<file path="src/rtl/pulse_pkg.sv">
// Shared definitions for the pulse-programmer parameter readback frame:
// frame length, sync byte, field byte offsets and the frame FSM states.
package pulse_pkg;

    localparam int unsigned FRAME_LEN      = 20;
    localparam logic [7:0]  HEADER_DEFAULT = 8'hA5;

    // Byte offsets within the frame; multi-byte fields are big-endian from here
    localparam logic [4:0] OFF_HEADER          = 5'd0;
    localparam logic [4:0] OFF_PERIOD          = 5'd1;
    localparam logic [4:0] OFF_P1WIDTH         = 5'd5;
    localparam logic [4:0] OFF_DELAY           = 5'd7;
    localparam logic [4:0] OFF_P2WIDTH         = 5'd9;
    localparam logic [4:0] OFF_PULSE_BLOCK     = 5'd11;
    localparam logic [4:0] OFF_PULSE_BLOCK_OFF = 5'd12;
    localparam logic [4:0] OFF_CPMG            = 5'd14;
    localparam logic [4:0] OFF_NUT_DEL         = 5'd15;
    localparam logic [4:0] OFF_NUT_WID         = 5'd17;
    localparam logic [4:0] OFF_FLAGS           = 5'd18;
    localparam logic [4:0] OFF_CHECKSUM        = 5'(FRAME_LEN - 1);

    typedef enum logic [2:0] {
        S_IDLE,
        S_SNAP,
        S_LOAD,
        S_SEND,
        S_DONE
    } state_t;

endpackage

</file>
<file path="src/rtl/uart_tx_byte.sv">
// 8N1 byte serializer, LSB first, idle high. byte_done fires one cycle before
// the stop bit ends so a reload in that last cycle gives a gapless next start bit.
module uart_tx_byte #(
    parameter int unsigned CLKS_PER_BIT = 104
) (
    input  logic       clk,
    input  logic       resetn,
    input  logic [7:0] data,
    input  logic       load,
    output logic       tx,
    output logic       byte_done
);

    localparam int unsigned CW        = $clog2(CLKS_PER_BIT);
    localparam logic [CW-1:0] CNT_LAST  = CW'(CLKS_PER_BIT - 1);
    localparam logic [CW-1:0] CNT_EARLY = CW'(CLKS_PER_BIT - 2);
    localparam logic [3:0]    STOP_BIT  = 4'd9;

    logic [CW-1:0] cnt;
    logic [3:0]    bit_idx;
    logic [7:0]    shreg;
    logic          active;

    always_ff @(posedge clk or negedge resetn) begin
        if (!resetn) begin
            tx      <= 1'b1;
            active  <= 1'b0;
            bit_idx <= '0;
            cnt     <= '0;
            shreg   <= '0;
        end else if (load) begin
            tx      <= 1'b0;
            active  <= 1'b1;
            bit_idx <= '0;
            cnt     <= '0;
            shreg   <= data;
        end else if (active) begin
            if (cnt == CNT_LAST) begin
                cnt <= '0;
                if (bit_idx == STOP_BIT) begin
                    active <= 1'b0;
                    tx     <= 1'b1;
                end else begin
                    // ones shift in behind the data, so the ninth shift yields the stop bit
                    bit_idx <= bit_idx + 4'd1;
                    tx      <= shreg[0];
                    shreg   <= {1'b1, shreg[7:1]};
                end
            end else begin
                cnt <= cnt + 1'b1;
            end
        end
    end

    assign byte_done = active && (bit_idx == STOP_BIT) && (cnt == CNT_EARLY);

endmodule

</file>
<file path="src/rtl/param_readback_tx.sv">
// Snapshots the live pulse-timing parameters on start and sends them as one
// 20-byte UART frame: header, big-endian fields, flags, XOR checksum.
module param_readback_tx
    import pulse_pkg::*;
#(
    parameter int unsigned CLKS_PER_BIT = 104,
    parameter logic [7:0]  HEADER       = HEADER_DEFAULT
) (
    input  logic        clk,
    input  logic        resetn,
    input  logic        start,
    input  logic [31:0] period,
    input  logic [15:0] p1width,
    input  logic [15:0] delay,
    input  logic [15:0] p2width,
    input  logic [7:0]  pulse_block,
    input  logic [15:0] pulse_block_off,
    input  logic [7:0]  cpmg,
    input  logic [15:0] nut_del,
    input  logic [7:0]  nut_wid,
    input  logic        block,
    output logic        RS232_Tx,
    output logic        busy,
    output logic        done
);

    state_t state, state_next;
    logic [4:0] idx;
    logic [OFF_FLAGS:OFF_PERIOD][7:0] shadow;
    logic [7:0] csum;
    logic [7:0] cur_byte;
    logic       last_done;
    logic       load;
    logic       byte_done;

    always_comb begin
        if (idx == OFF_HEADER)
            cur_byte = HEADER;
        else if (idx == OFF_CHECKSUM)
            cur_byte = csum;
        else
            cur_byte = shadow[idx];
    end

    always_ff @(posedge clk or negedge resetn) begin
        if (!resetn) begin
            state     <= S_IDLE;
            idx       <= '0;
            shadow    <= '0;
            csum      <= '0;
            last_done <= 1'b0;
        end else begin
            state <= state_next;
            case (state)
                S_SNAP: begin
                    shadow[OFF_PERIOD]              <= period[31:24];
                    shadow[OFF_PERIOD + 5'd1]       <= period[23:16];
                    shadow[OFF_PERIOD + 5'd2]       <= period[15:8];
                    shadow[OFF_PERIOD + 5'd3]       <= period[7:0];
                    shadow[OFF_P1WIDTH]             <= p1width[15:8];
                    shadow[OFF_P1WIDTH + 5'd1]      <= p1width[7:0];
                    shadow[OFF_DELAY]               <= delay[15:8];
                    shadow[OFF_DELAY + 5'd1]        <= delay[7:0];
                    shadow[OFF_P2WIDTH]             <= p2width[15:8];
                    shadow[OFF_P2WIDTH + 5'd1]      <= p2width[7:0];
                    shadow[OFF_PULSE_BLOCK]         <= pulse_block;
                    shadow[OFF_PULSE_BLOCK_OFF]     <= pulse_block_off[15:8];
                    shadow[OFF_PULSE_BLOCK_OFF+5'd1]<= pulse_block_off[7:0];
                    shadow[OFF_CPMG]                <= cpmg;
                    shadow[OFF_NUT_DEL]             <= nut_del[15:8];
                    shadow[OFF_NUT_DEL + 5'd1]      <= nut_del[7:0];
                    shadow[OFF_NUT_WID]             <= nut_wid;
                    shadow[OFF_FLAGS]               <= {7'b0, block};
                    idx       <= '0;
                    csum      <= '0;
                    last_done <= 1'b0;
                end
                S_LOAD: begin
                    if (idx != OFF_HEADER && idx != OFF_CHECKSUM)
                        csum <= csum ^ cur_byte;
                end
                S_SEND: begin
                    if (byte_done) begin
                        if (idx != OFF_CHECKSUM)
                            idx <= idx + 5'd1;
                        else
                            last_done <= 1'b1;
                    end
                end
                default: ;
            endcase
        end
    end

    // Inter-byte reloads land in the last stop-bit cycle; the final byte waits
    // one extra cycle (last_done) so done follows the full stop bit.
    always_comb begin
        state_next = state;
        load       = 1'b0;
        busy       = 1'b0;
        done       = 1'b0;
        case (state)
            S_IDLE: if (start) state_next = S_SNAP;
            S_SNAP: begin
                busy       = 1'b1;
                state_next = S_LOAD;
            end
            S_LOAD: begin
                busy       = 1'b1;
                load       = 1'b1;
                state_next = S_SEND;
            end
            S_SEND: begin
                busy = 1'b1;
                if (byte_done && idx != OFF_CHECKSUM)
                    state_next = S_LOAD;
                else if (last_done)
                    state_next = S_DONE;
            end
            S_DONE: begin
                done       = 1'b1;
                state_next = S_IDLE;
            end
            default: state_next = S_IDLE;
        endcase
    end

    uart_tx_byte #(
        .CLKS_PER_BIT(CLKS_PER_BIT)
    ) u_tx (
        .clk      (clk),
        .resetn   (resetn),
        .data     (cur_byte),
        .load     (load),
        .tx       (RS232_Tx),
        .byte_done(byte_done)
    );

endmodule
</file>
<file path="config.mk">
export PLATFORM = sky130hd
export DESIGN_NAME = param_readback_tx
export DESIGN_NICKNAME = d
export VERILOG_FILES = /design/src/rtl/pulse_pkg.sv /design/src/rtl/uart_tx_byte.sv /design/src/rtl/param_readback_tx.sv
export SDC_FILE = /design/constraint.sdc
export NUM_CORES = 1
export LEC_CHECK = 0
export ABC_CLOCK_PERIOD_IN_PS = 2690
export CAP_MARGIN = 25
export CORE_UTILIZATION = 53
export CTS_CLUSTER_DIAMETER = 60
export CTS_CLUSTER_SIZE = 8
export DETAILED_ROUTE_END_ITERATION = 7
export GPL_TIMING_DRIVEN = 0
export PLACE_DENSITY = 0.79
export SYNTH_ARGS = -nofsm -noshare
export SYNTH_HDL_FRONTEND = slang
export SYNTH_SLANG_ARGS = --single-unit
export TNS_END_PERCENT = 1
</file>
<file path="constraint.sdc">
create_clock -name clk -period 2.69 [get_ports clk]
set_input_delay 0.538 -clock clk [delete_from_list [all_inputs] [get_ports clk]]
set_output_delay 0.538 -clock clk [all_outputs]
set_load 0.01 [all_outputs]
</file>
==> results of run 1 <==
[cell families (layout without fill, tap and decap cells)]
group / after synthesis / in the layout / share of synthesized area
AO/OA/AOI/OAI: 75 / 75 / 0.06351
XOR/XNOR: 9 / 9 / 0.009459
adder cells (fa/ha/maj): 6 / 6 / 0.009007
buffers and inverters: 65 / 239 / 0.03618
flip-flops: 175 / 175 / 0.5256
multiplexers: 59 / 59 / 0.1045
AND/OR/NAND/NOR: 513 / 513 / 0.2518
[stage by stage]
stage	setup TNS, ns	total power, mW
4_1_cts	0	5.911
2_1_floorplan	0	2.937
3_5_place_dp	0	3.254
3_3_place_gp	-1072.14	3.237
5_1_grt	0	6.068
6_report	0	5.888
[metal layers]
metal / vias up / wire [um] / GRT usage
li1: 3295 / - / -
met1: 3431 / 9110 / 0.3781
met2: 298 / 11630 / 0.5140
met3: 45 / 1386 / 0.05905
met4: 0 / 691 / 0.1225
met5: - / 0 / 0
[layout make-up]
class,count,area (sq um),area share
Buffer,53,255.2,0.02387
Clock buffer,17,425.4,0.03978
Clock inverter,15,214.0,0.02001
Inverter,11,41.29,0.003861
Multi-Input combinational cell,662,3659,0.3421
Sequential cell,175,4380,0.4097
Tap cell,211,264.0,0.02469
Timing Repair Buffer,143,1454,0.1360
[state kept, by name, summed over array words and instances, names as in the netlist]
name          count
u_tx.bit_idx      4
state             3
idx               5
shadow          137
u_tx.tx           1
u_tx.cnt          7
csum              8
u_tx.active       1
u_tx.shreg        8
last_done         1
[final timing paths]
| check | slack, ns | depth (start not counted) | endpoint |
|---|---|---|---|
| worst max-delay path | 0.08 | 8 | u_tx.shreg[4] |
| worst min-delay path | 0.08 | 1 | u_tx.bit_idx[2] |
| worst max register to register | 0.08 | 8 | u_tx.shreg[4] |
| worst min register to register | 0.47 | 2 | shadow[68] |
| max in group asynchronous | 1.76 | 2 | shadow[132] |
| min in group clk | 0.47 | 2 | shadow[68] |
[critical path, cell delays in order (launching register included)]
cell      delay (ns)
dfrtp_1         0.36
buf_4           0.21
buf_4           0.26
buf_2           0.37
mux4_2          0.41
a22oi_1         0.23
o211ai_1        0.26
o221ai_1        0.25
o21ai_0         0.12
[where the power goes]
part,internal (mW),total (mW),switching [mW]
Clock,1.51,2.68,1.17
Sequential,2.73,2.79,0.0583
Combinational,0.253,0.413,0.160
Total,4.50,5.89,1.39
[layout by cell type (no fill, tap or decap), types with 16 or more instances in the layout]
cell type        instances
clkdlybuf4s50_1        141
a21oi_1                 16
clkbuf_1                25
nand2_1                430
mux2i_1                 20
nor2_1                  28
dfrtp_1                174
mux2_2                  20
clkbuf_16               17
[timing repair]
item,in CTS,in global routing
setup buffers,0,0
gates resized for setup,0,3
hold buffers,0,0
endpoints found under the setup margin,0,25
==> summary.md, run 1 <==
| Metric | Value |
|---|---|
| Max-cap violation count | 0 |
| Total I/O pin count | 143 |
| Routed WL | 22820 um |
| DP HPWL | 16230 um |
| Total Nets Final | 1209 |
| First-pass GRT wire length | 36800 um |
| Pre-CTS setup slack | 0.05159 ns |
| Net count after synthesis | 1048 |
| Rows | 45 |
| Yosys reg bits | 175 |
| RR Startpoint | idx[1] |
| Clk_skew | 0.01104 ns |
| Fin. Hold Viols | 0 |
| Area grow syn2layout | 28.30% |
| Area of the die | 16230 sq um |
| HP Class | primary input to asynchronous set/reset pin |
| Number of global-route vias before repair | 7240 |
| Avg Inst Size Synth | 9.240 sq um |
| Clk sinks | 175 |
| Final cell count without fillers | 1287 |
| Share of layout cells above drive strength 1 | 0.08736 |
| Fin. max-slew vios | 0 |
| Sequential area share after synthesis | 0.5256 |
| H-tree depth | 4 |
| Setup crit end kind | register |
| Top cell type's share of synthesized area | 0.5224 |
| Clk slew on worst S/H paths | 0.07 ns |
| Largest net degree at the start of global routing | 99 |
| Status | finished, final reports clean |
| Most numerous cell in the Yosys netlist | nand2_1 |
| GR Overflow Total | 0 |
| GRT Total Usage | 0.3016 |
| Final core occ | 0.7008 |
| Tmin final | 2.606 ns |
| Top cells by area, synth | dfrtp_1, nand2_1, mux2_2, mux4_2, mux2i_1 |
| DR vias | 7069 |
| Synth area leader | dfrtp_1 |
| Setup crit start kind | register |
| Port bufs | 142 |
| Filler cells | 1138 |
| Distinct cells, synth | 62 |
| CTS Buf Count | 17 |
| First-pass DRT Iterations | 5 |
| RSZ-0062 raised after global routing | no |
| 1st-iter DRT viols | 574 |
| DRC Markers | 0 |
| Rel. slew slack | 0.4464 |
| Post-synth EDFFs | 0 |
| CP Data Required Time | 2.99 ns |
| Crit path arrival time | 2.91 ns |
| Core area | 15260 sq um |
| ANT nets after route | 0 |
| Synth top cells by count | nand2_1, dfrtp_1, nor2_1 |
| Placed insts | 1256 |
| CTS tree | yes |
| P_leak | 4.984 nW |
| Hold WS | 0.07718 ns |
| Clock latency on the worst-skew pair | 0.44 ns |
| Die Wd | 127.4 um |
| Clk buf depth | 2 |
| Final Cell Area | 10690 sq um |
| CTS root buf | clkbuf_16 |
| GPL Wtd Cong | 0.9232 |
| Worst-path maximum fanout | 10 |
| Asr flop ratio synth | 1.000 |
| Crit path from | idx[1] |
| Netlist Area Pre-Place | 8334 sq um |
| Number of vias per cell | 5.493 |
| Antenna cells | 0 |
| DR WL/cell | 17.73 um |
| Fin crit share | 0.9687 |
| WS Path Type | register to register |
| Initial antenna violation count | 0 |
| Worst-margin pin slew | 0.8287 ns |
| Maximum vdd drop | 458.9 uV |
| FMAX | 383.8 MHz |
| Top FF cell, synth | dfrtp_1 |
| Area post-placement | 10050 sq um |
| Worst setup margin | 0.08418 ns |
| Total power per unit cell area | 550.7 nW/um^2 |
| Initial Util | 0.5462 |
| Die Y-Extent | 127.4 um |
| Ys Warns | 0 |
| Final setup viols | 0 |
| Post-Synthesis Cells | 902 |
Note: power is estimated with default switching activity, not from simulation.
==> run 2: changes to the inputs <==
--- a/config.mk
+++ b/config.mk
@@ -13,6 +13,7 @@
 export DETAILED_ROUTE_END_ITERATION = 7
 export GPL_TIMING_DRIVEN = 0
 export PLACE_DENSITY = 0.79
+export SLEW_MARGIN = 20
 export SYNTH_ARGS = -nofsm -noshare
 export SYNTH_HDL_FRONTEND = slang
 export SYNTH_SLANG_ARGS = --single-unit
==> constraint.sdc (replaced) <==
create_clock -name clk -period 2.69 [get_ports clk]
set_input_delay 0.4035 -clock clk [delete_from_list [all_inputs] [get_ports clk]]
set_output_delay 0.4035 -clock clk [all_outputs]
set_load 0.01 [all_outputs]
==> run 2 against run 1 <==
Effect of this change:
- combinational power about the same
- design area about the same
- flip-flop and latch count unchanged
- first-iteration DRC count down 5.4%
- global-route usage unchanged
- routed wire length down 0.28%
- die area unchanged
- register-to-register slack about the same
- clock power about the same
- critical path depth unchanged
==> summary.md, run 2 (same netlist as run 1, synthesis figures left out) <==
| Metric | Value |
|---|---|
| Clock share of power | 0.456 |
| Antenna cells | 0 |
| P_leak | 4.988 nW |
| Core area | 15260 sq um |
| Critical path's largest stage delay | 0.41 ns |
| Fin. max-slew vios | 0 |
| Pre-CTS setup slack | 0.05159 ns |
| Max reg flops | 137 |
| Final cell count without fillers | 1288 |
| Reg with most FFs | shadow |
| Clock latency on the worst-skew pair | 0.44 ns |
| GRT Total Usage | 0.3016 |
| Die Wd | 127.4 um |
| DR WL/cell | 17.67 um |
| DP HPWL | 16230 um |
| Switch share | 0.2360 |
| Top flop regs | shadow: 137 flops, csum: 8 flops, u_tx.shreg: 8 flops |
| Worst-margin pin slew | 0.8219 ns |
| Share of layout cells above drive strength 1 | 0.08728 |
| CP max-delay cell | mux4_2 |
| Worst-path maximum fanout | 10 |
| GR Overflow Total | 0 |
| HP Class | register to register |
| Rows | 45 |
| CTS tree | yes |
| Critical path cell sequence | buf_4, buf_4, buf_2, mux4_2, a22oi_1, o211ai_1, o221ai_1, o21ai_0 |
| CTS Buf Count | 17 |
| Number of vias per cell | 5.498 |
| Total Nets Final | 1210 |
| Port bufs | 142 |
| Largest net degree at the start of global routing | 99 |
| FMAX | 382.2 MHz |
| ANT nets after route | 0 |
| Initial antenna violation count | 0 |
| Comb pwr share | 0.070 |
| WS Path Type | register to register |
| Crit path arrival time | 2.92 ns |
| Die Y-Extent | 127.4 um |
| Worst setup margin | 0.07360 ns |
| Rel. slew slack | 0.4509 |
| DRC Markers | 0 |
| Crit. path cell count | 8 |
| Total I/O pin count | 143 |
| Initial Util | 0.5462 |
| RSZ-0062 raised after global routing | no |
| GPL Wtd Cong | 0.9232 |
| Commonest non-fill, non-tap cell in the layout | nand2_1 |
| Status | finished, final reports clean |
| Placed insts | 1256 |
| R2r worst-path depth | 8 |
| Most Frequent Cell on Critical Path | buf_4 |
| CP Data Required Time | 2.99 ns |
| CP delay by family, top | compound AO/OA/AOI/OAI gates |
| Final setup viols | 0 |
| 1st-iter DRT viols | 543 |
| First-pass DRT Iterations | 5 |
| DR vias | 7081 |
| Maximum vdd drop | 460.2 uV |
| Leading cell types in the layout, fill and taps excluded | nand2_1, dfrtp_1, clkdlybuf4s50_1 |
| Clk sinks | 175 |
| Number of global-route vias before repair | 7240 |
| Switch Pwr | 1.390 mW |
| Hold Crit Depth | 2 |
| Part of the power in registers | 0.474 |
| Clk slew on worst S/H paths | 0.07 ns |
| Fin. Hold Viols | 0 |
| Fin crit share | 0.9726 |
| Clk_skew | 0.009955 ns |
| First-pass GRT wire length | 36800 um |
| Area of the die | 16230 sq um |
| Max-cap violation count | 0 |
| Clk buf depth | 2 |
| Setup crit start kind | register |
| Postcts setup bufs | 0 |
| H-tree depth | 4 |
| Total power per unit cell area | 550.6 nW/um^2 |
| CTS root buf | clkbuf_16 |
| Internal | 4.502 mW |
| Routed WL | 22760 um |
| Area grow syn2layout | 28.42% |
| Crit path buf inv count | 3 |
| Tmin final | 2.616 ns |
| Setup crit end kind | register |
-- run 2: cell types whose count changed in the layout (fill, tap and decap cells not counted) --
cell           previous run  this run
dlygate4sd3_1             0         1
-- run 2: layer usage --
metal  global-route usage  part of all wire  vias to the layer above
met4               0.1225             0.034                        0
met1               0.3781              0.40                     3451
li1                     -                 -                     3299
met2               0.5140              0.51                      281
met5                    0                 0                        -
met3              0.05905             0.058                       50
-- run 2: final timing paths --
path,from,endpoint,slack [ns]
hold reg to reg,shadow[68],shadow[68],0.47
hold / removal,shadow[68],shadow[68],0.47
setup reg to reg,idx[1],u_tx.shreg[4],0.07
min in group asynchronous,resetn,u_tx.bit_idx[3],0.53
max in group asynchronous,resetn,shadow[132],1.30
setup / recovery,idx[1],u_tx.shreg[4],0.07
-- run 2: power by group through the flow --
stage	clock network (mW)	registers (mW)	logic (mW)
final	2.69	2.79	0.414
after global routing	2.81	2.80	0.456
after CTS	2.70	2.79	0.419
after detailed placement	0	2.84	0.414
after global placement	0	2.84	0.400
after floorplan	0	2.82	0.115
-- run 2: repair_timing --
| action | 4_1_cts | 5_1_grt |
|---|---|---|
| setup endpoints to repair | 0 | 25 |
| resized for setup | 0 | 3 |
| endpoints found under the hold margin | 76 | 0 |
| hold buffers | 1 | 0 |
-- run 2: cell type report --
type                            count  area [sq um]
Multi-Input combinational cell    662          3659
Fill cell                        1137          4556
Clock buffer                       17         425.4
Inverter                           11         41.29
Timing Repair Buffer              144          1464
Buffer                             53         255.2
Tap cell                          211         264.0
Sequential cell                   175          4380
Clock inverter                     15         214.0
-- run 2: worst min-delay path, stage by stage, from the launching register on --
cell and delay [ns]:
dfrtp_1 0.34, nand2_1 0.05, nand2_1 0.05
-- run 2: stage by stage --
step	setup TNS (ns)	power (mW)	hold slack [ns]	utilization	area [sq um]
final	0	5.893	0.4690	0.7014	10700
after global routing	0	6.069	0.4845	0.7014	10700
after CTS	0	5.913	0.4721	0.7014	10700
after detailed placement	0	3.254	0.4251	0.6588	10050
after global placement	-1048.61	3.237	0.4505	0.6567	10020
after floorplan	0	2.937	0.1079	-	8334
==> run 3: changes to the inputs <==
--- a/config.mk
+++ b/config.mk
@@ -5,16 +5,17 @@
 export SDC_FILE = /design/constraint.sdc
 export NUM_CORES = 1
 export LEC_CHECK = 0
-export ABC_CLOCK_PERIOD_IN_PS = 2690
+export ABC_CLOCK_PERIOD_IN_PS = 2900
 export CAP_MARGIN = 25
-export CORE_UTILIZATION = 53
+export CORE_UTILIZATION = 54
 export CTS_CLUSTER_DIAMETER = 60
 export CTS_CLUSTER_SIZE = 8
 export DETAILED_ROUTE_END_ITERATION = 7
 export GPL_TIMING_DRIVEN = 0
-export PLACE_DENSITY = 0.79
+export PLACE_DENSITY = 0.8
 export SLEW_MARGIN = 20
 export SYNTH_ARGS = -nofsm -noshare
 export SYNTH_HDL_FRONTEND = slang
+export SYNTH_HIERARCHICAL = 1
 export SYNTH_SLANG_ARGS = --single-unit
 export TNS_END_PERCENT = 1
==> constraint.sdc (replaced) <==
create_clock -name clk -period 2.9 [get_ports clk]
set_input_delay 0.435 -clock clk [delete_from_list [all_inputs] [get_ports clk]]
set_output_delay 0.435 -clock clk [all_outputs]
set_load 0.01 [all_outputs]
==> run 3 against run 2 <==
Effect of this change:
- total power increased by 10%
- largest power group unchanged
- setup slack better by 0.14 ns
- non-clock buffer count is 12 higher
- flip-flop and latch count is the same
==> summary.md, run 3 <==
| Metric | Value |
|---|---|
| Number of vias per cell | 5.600 |
| Rows | 46 |
| Critical path's largest stage delay | 0.44 ns |
| Routed WL | 23650 um |
| Net count after synthesis | 1141 |
| First-pass DRT Iterations | 5 |
| Switch share | 0.2973 |
| Clk sinks | 175 |
| Fin. max-slew vios | 0 |
| Commonest non-fill, non-tap cell in the layout | nand2_1 |
| Fin crit share | 0.9280 |
| Critical path cell sequence | buf_2, buf_6, buf_8, buf_4, inv_1, ha_1, nor4b_4, o31ai_4, o21ai_1, o21bai_1, nor3b_2 |
| Total I/O pin count | 143 |
| Number of global-route vias before repair | 7554 |
| R2R Setup Slk | 0.21 ns |
| Critical path destination | csum[3] |
| Post-Synthesis Cells | 995 |
| CP delay by family, top | buffers and inverters |
| RSZ-0062 raised after global routing | no |
| DR WL/cell | 17.05 um |
| Distinct cells, synth | 69 |
| Sequential area share after synthesis | 0.4970 |
| HP Class | register to register |
| Crit path buf inv count | 5 |
| Area grow syn2layout | 26.21% |
| Clock latency on the worst-skew pair | 0.45 ns |
| DRC Markers | 0 |
| RR Startpoint | idx[0] |
| Setup crit end kind | register |
| Yosys reg bits | 175 |
| P_leak | 4.984 nW |
| Final core occ | 0.7002 |
| CTS root buf | clkbuf_16 |
| Rel. slew slack | 0.4762 |
| GRT Total Usage | 0.3004 |
| 1st-iter DRT viols | 613 |
| Die Y-Extent | 129.8 um |
| R2R Path End | csum[3] |
| Switch Pwr | 1.931 mW |
| Status | finished, final reports clean |
| FMAX | 371.6 MHz |
| CTS tree | yes |
| Total power per unit cell area | 584.0 nW/um^2 |
| Initial Util | 0.5548 |
| ANT nets after route | 0 |
| Crit path arrival time | 3.06 ns |
| Largest net degree at the start of global routing | 97 |
| Area of the die | 16840 sq um |
| Top cell type's share of synthesized area | 0.4940 |
| Leading cell types in the layout, fill and taps excluded | nand2_1, dfrtp_1, clkdlybuf4s50_1 |
| Crit path from | idx[0] |
| WS Path Type | register to register |
| Fin. Hold Viols | 0 |
| Antenna cells | 0 |
| Most numerous cell in the Yosys netlist | nand2_1 |
| Top flop regs | shadow: 137 flops, csum: 8 flops, u_tx/shreg: 8 flops |
| Share of layout cells above drive strength 1 | 0.07003 |
| Reg with most FFs | shadow |
| Internal | 4.565 mW |
| Worst-path maximum fanout | 10 |
| Tmin final | 2.691 ns |
| Clk_skew | 0.01005 ns |
| Comb pwr share | 0.173 |
| Clock share of power | 0.342 |
| Setup crit start kind | register |
| Top cells by area, synth | dfrtp_1, nand2_1, mux2i_1, nor2b_1, clkbuf_1 |
| Clk slew on worst S/H paths | 0.07 ns |
| DR vias | 7767 |
| Die Wd | 129.8 um |
| Part of the power in registers | 0.485 |
| Total Power | 6.496 mW |
| First-pass GRT wire length | 37940 um |
| Synth area leader | dfrtp_1 |
| DP HPWL | 16660 um |
| GPL Wtd Cong | 0.8597 |
| Synth top cells by count | nand2_1, dfrtp_1, mux2i_1 |
| Crit. path cell count | 11 |
| Post-synth EDFFs | 0 |
| Top FF cell, synth | dfrtp_1 |
| Total Nets Final | 1304 |
| H-tree depth | 4 |
| Avg Inst Size Synth | 8.858 sq um |
| Final setup viols | 0 |
| Worst-margin pin slew | 0.7785 ns |
| Postcts setup bufs | 0 |
| Netlist Area Pre-Place | 8813 sq um |
| Clk buf depth | 2 |
| CP Data Required Time | 3.27 ns |
| Max reg flops | 137 |
| CP max-delay cell | o31ai_4 |
| R2r worst-path depth | 11 |
| CTS Buf Count | 17 |
| GR Overflow Total | 0 |
| Core area | 15890 sq um |
| Ys Warns | 6 |
| Port bufs | 142 |
| Initial antenna violation count | 0 |
| Maximum vdd drop | 448.9 uV |
| Asr flop ratio synth | 1.000 |
| Max-cap violation count | 0 |
-- run 3: cell count changes in the layout (fill, tap and decap cells not counted), sizes merged, moves of 7 or more --
cell,before,now
a21oi,16,25
o22ai,7,0
mux2i,21,41
a211oi,1,15
mux2,20,9
o31ai,1,17
a41oi,0,7
nor2b,6,21
clkbuf,43,52
nor2,30,22
a22o,0,10
mux4,18,3
-- run 3: layout make-up --
class	instances	area [sq um]
multi-input combinational	739	4043
inverter	16	60.06
clock inverter	15	145.1
tap	216	270.3
buffer	65	335.3
sequential	175	4380
clock buffer	17	425.4
timing repair buffer	144	1464
fill	1296	4762
-- run 3: how the worst min path moves through the flow --
stage | endpoint | start | cells after the start | slack, ns
floorplan | csum[0] | resetn | 0 | 0.14
global placement | shadow[122] | shadow[122] | 2 | 0.45
detailed placement | shadow[8] | resetn | 1 | 0.46
CTS | shadow[42] | shadow[42] | 2 | 0.47
global route | shadow[57] | shadow[57] | 2 | 0.49
finish | shadow[122] | shadow[122] | 2 | 0.47
-- run 3: stage by stage --
| stage | setup slack, ns | hold slack, ns | cell area, sq um | setup TNS (ns) | std cells |
|---|---|---|---|---|---|
| floorplan | 0.6214 | 0.1394 | 8813 | 0 | 995 |
| global placement | -5.716 | 0.4513 | 10510 | -995.73 | 1353 |
| detailed placement | 0.2435 | 0.4571 | 10540 | 0 | 1354 |
| CTS | 0.2280 | 0.4738 | 11120 | 0 | 1387 |
| global route | 0.02848 | 0.4882 | 11120 | 0 | 1387 |
| finish | 0.2087 | 0.4730 | 11120 | 0 | 1387 |
-- run 3: logic make-up after synthesis --
kind of cell | Yosys count | share of synthesized area
flops | 175 | 0.4970
buf+inv | 81 | 0.04486
xor+xnor | 5 | 0.004969
mux | 53 | 0.06573
simple gates | 549 | 0.2729
compound gates | 126 | 0.1060
fa+ha+maj | 6 | 0.008518
-- run 3: metal layers --
layer,GRT usage,wire length (um)
met4,0.1149,616
met2,0.4907,11130
met1,0.4034,10360
met3,0.05084,1540
met5,0,0
-- run 3: worst register-to-register path: stages (launching register included) --
cell and delay, ns:
dfrtp_1 0.35, buf_2 0.20, buf_6 0.23, buf_8 0.21
buf_4 0.24, inv_1 0.07, ha_1 0.24, nor4b_4 0.18
o31ai_4 0.44, o21ai_1 0.11, o21bai_1 0.18, nor3b_2 0.17
-- run 3: repair_timing --
item	4_1_cts	5_1_grt
hold buffers	1	0
resized for setup	0	1
setup endpoints to repair	0	2
endpoints found under the hold margin	14	0
-- run 3: power by group through the flow --
stage	logic (mW)	clock network [mW]	registers, mW
4_1_cts	1.13	2.23	3.14
3_3_place_gp	1.07	0	3.17
5_1_grt	1.27	2.32	3.20
2_1_floorplan	0.699	0	3.10
6_report	1.12	2.22	3.15
3_5_place_dp	1.11	0	3.18
==> RTL change, RTL diff (settings of run 3) <==
`CLKS_PER_BIT` is set to 104 in 2 places; all go to 52.
--- a/src/rtl/uart_tx_byte.sv
+++ b/src/rtl/uart_tx_byte.sv
@@ -3,3 +3,3 @@
 module uart_tx_byte #(
-    parameter int unsigned CLKS_PER_BIT = 104
+    parameter int unsigned CLKS_PER_BIT = 52
 ) (
--- a/src/rtl/param_readback_tx.sv
+++ b/src/rtl/param_readback_tx.sv
@@ -5,3 +5,3 @@
 #(
-    parameter int unsigned CLKS_PER_BIT = 104,
+    parameter int unsigned CLKS_PER_BIT = 52,
     parameter logic [7:0]  HEADER       = HEADER_DEFAULT
Function: same outputs for any inputs over 10 cycles, from zero or initial values and one cycle with resetn low; that may be too few to reach the edited logic, so the function may still have changed.
==> RTL change against run 3 <==
- largest power group unchanged
- fmax fell by 1.4%
- design area rose by 0.19%
- area after synthesis fell by 1.1%
- core utilization rose by 0.39 points
- setup slack got worse by 39 ps
- non-clock buffer count did not move
- power rose by 5.3%
- largest cell class unchanged
- wire length fell by 0.30%
- sequential power barely moved
- sequential cell count fell by 1
==> RTL change: results (changes against run 3) <==
number of standard cells after synthesis=983 (-1.2%); antenna violations before repair=0 (unchanged); delay contributed by the slowest stage of the critical path=490 ps (+50 ps); remaining global-route overflow=0 (unchanged); result of the run=finished clean; detailed router's first-iteration violation count=591 (-3.6%); setup slack of the worst register-to-register path=170 ps (-40 ps); critical path arrival=3090 ps (+30 ps); path class of the lowest-slack min-delay path=reg2reg; top cells by area in the synthesized netlist=sky130_fd_sc_hd__dfrtp_1, sky130_fd_sc_hd__nand2_1, sky130_fd_sc_hd__mux2i_1, sky130_fd_sc_hd__nor2b_1, sky130_fd_sc_hd__a21oi_1; clk_lat worst skew=440 ps; setup fix buffers added after clock tree synthesis=0 (unchanged); minimum setup slack after placement=274.3 ps (+30.77 ps); WL/cell=17.14 um (+0.49%); master cell of the clock root buffer=sky130_fd_sc_hd__clkbuf_16; diode count=0 (unchanged); length of the first detailed-routing pass in iterations=6 (+1); crit path max fanout=10 (unchanged); total of warnings raised by yosys=6 (unchanged); Seq/Total Area, Yosys=49.96% (+0.26 points); highest ir drop seen on vdd=0.0004660 V (+3.8%); most frequent cells after synthesis=sky130_fd_sc_hd__nand2_1, sky130_fd_sc_hd__dfrtp_1, sky130_fd_sc_hd__mux2i_1; kind of cell with the highest combined delay on the critical path=buffers and inverters; mean number of vias per cell=5.552 (-0.85%); routability-driven placement congestion ratio=0.8881 (+3.3%); primary flip-flop cell chosen by synthesis mapping=sky130_fd_sc_hd__dfrtp_1; pin count of the biggest net entering global routing=66 (-32%); Syn Nets=1,129 (-1.1%); number of standard cells in the layout, taps in and fillers out=1,376 (-0.79%); Detail Placement HPWL=16,650 um (about the same); ratio of cells with drive above 1 in the final layout=7.155% (+0.15 points); clock input transition at the sequential cells of the worst setup and hold paths=70 ps (about the same); first-pass GRT wire length=38,480 um (+1.4%); DP Area=10,470 sq um (-0.64%); via count of the first global-routing pass=7,500 (-0.71%); number of distinct standard cells referenced by the synthesized netlist=70 (+1.4%); final hold violation count=0 (unchanged); H-tree lvl count=4 (unchanged); deepest clock path buffer count=2 (unchanged); overall track demand over capacity in global routing=30.72% (+0.68 points); Top Registers=shadow (137), csum (8), u_tx/shreg (8); endpoint type of the worst setup path=flop; final net count=1,293 (-0.84%); share of synthesized flip-flops with an asynchronous set or reset=100.0% (unchanged); number of buffer cells added on primary ports=142 (unchanged); minimum clock period=2730 ps (+39.04 ps); Critical-path top delay cell=sky130_fd_sc_hd__dfrtp_1; normalized max-slew margin=44.15% (-3.5 points); Worst Skew=5.178 ps (-4.873 ps); leakage power=5.018 nW (+0.70%)
==> RTL change: worst paths after layout <==
path / from / to / cells after the start
max: idx[1] / csum[3] / 9
min: shadow[41] / shadow[41] / 2
max reg2reg: idx[1] / csum[3] / 9
min reg2reg: shadow[41] / shadow[41] / 2
max in group asynchronous: resetn / csum[3] / 4
min in group asynchronous: resetn / shadow[16] / 2
==> RTL change: kinds of logic (layout without fill, tap and decap cells) <==
| group | count (synthesis) | after routing | share of synthesized area, % |
|---|---|---|---|
| AO/OA/AOI/OAI | 122 | 122 | 10.36 |
| XOR/XNOR | 5 | 5 | 0.5023 |
| adder cells (fa/ha/maj) | 6 | 6 | 0.8611 |
| buffers and inverters | 79 | 256 | 4.463 |
| flip-flops | 174 | 174 | 49.96 |
| multiplexers | 53 | 53 | 6.644 |
| AND/OR/NAND/NOR | 544 | 544 | 27.21 |
==> RTL change: what timing repair did <==
action                    CTS  global route
hold endpoints to repair   50             0
gates resized for setup     0             0
hold buffers                1             0
==> RTL change: area by class of cell <==
type,count,area (sq um)
clock inverters,13,221.5
well taps,216,270.3
repair buffers,145,1491
plain buffers,64,332.8
multi-input cells,730,3974
flip-flops and latches,174,4355
clock buffers,19,442.9
inverters,15,56.30
fillers,1217,4683
==> RTL change: power by group <==
| part | internal (W) | switching, W | total, W | leakage (nW) |
|---|---|---|---|---|
| combinational | 0.000547 | 0.000546 | 0.00109 | 2.62 |
| sequential | 0.00286 | 0.000280 | 0.00314 | 2.08 |
| clock | 0.00158 | 0.00104 | 0.00261 | 0.327 |
==> RTL change: per-stage QoR <==
step | hold WS, ps | power [W] | utilization (%)
5_1_grt | 485.2 | 0.007134 | 70.41
3_3_place_gp | 451.2 | 0.004170 | 65.77
6_report | 468.2 | 0.006841 | 70.41
4_1_cts | 471.3 | 0.006848 | 70.41
3_5_place_dp | 363.7 | 0.004242 | 66.15
2_1_floorplan | 139.4 | 0.003742 | -
==> RTL change: per-layer routing <==
metal	track usage, %	part of all wire, %	vias up
met5	0	0	-
met4	11.14	3.0	0
met3	7.762	7.5	52
met2	49.38	47	306
met1	40.51	43	3652
li1	-	-	3630
==> RTL change: worst min-delay path: cells and delay by family (launching register included) <==
family	cells	cell delay, ps
and+or+nand+nor	2	100
DFF	1	340
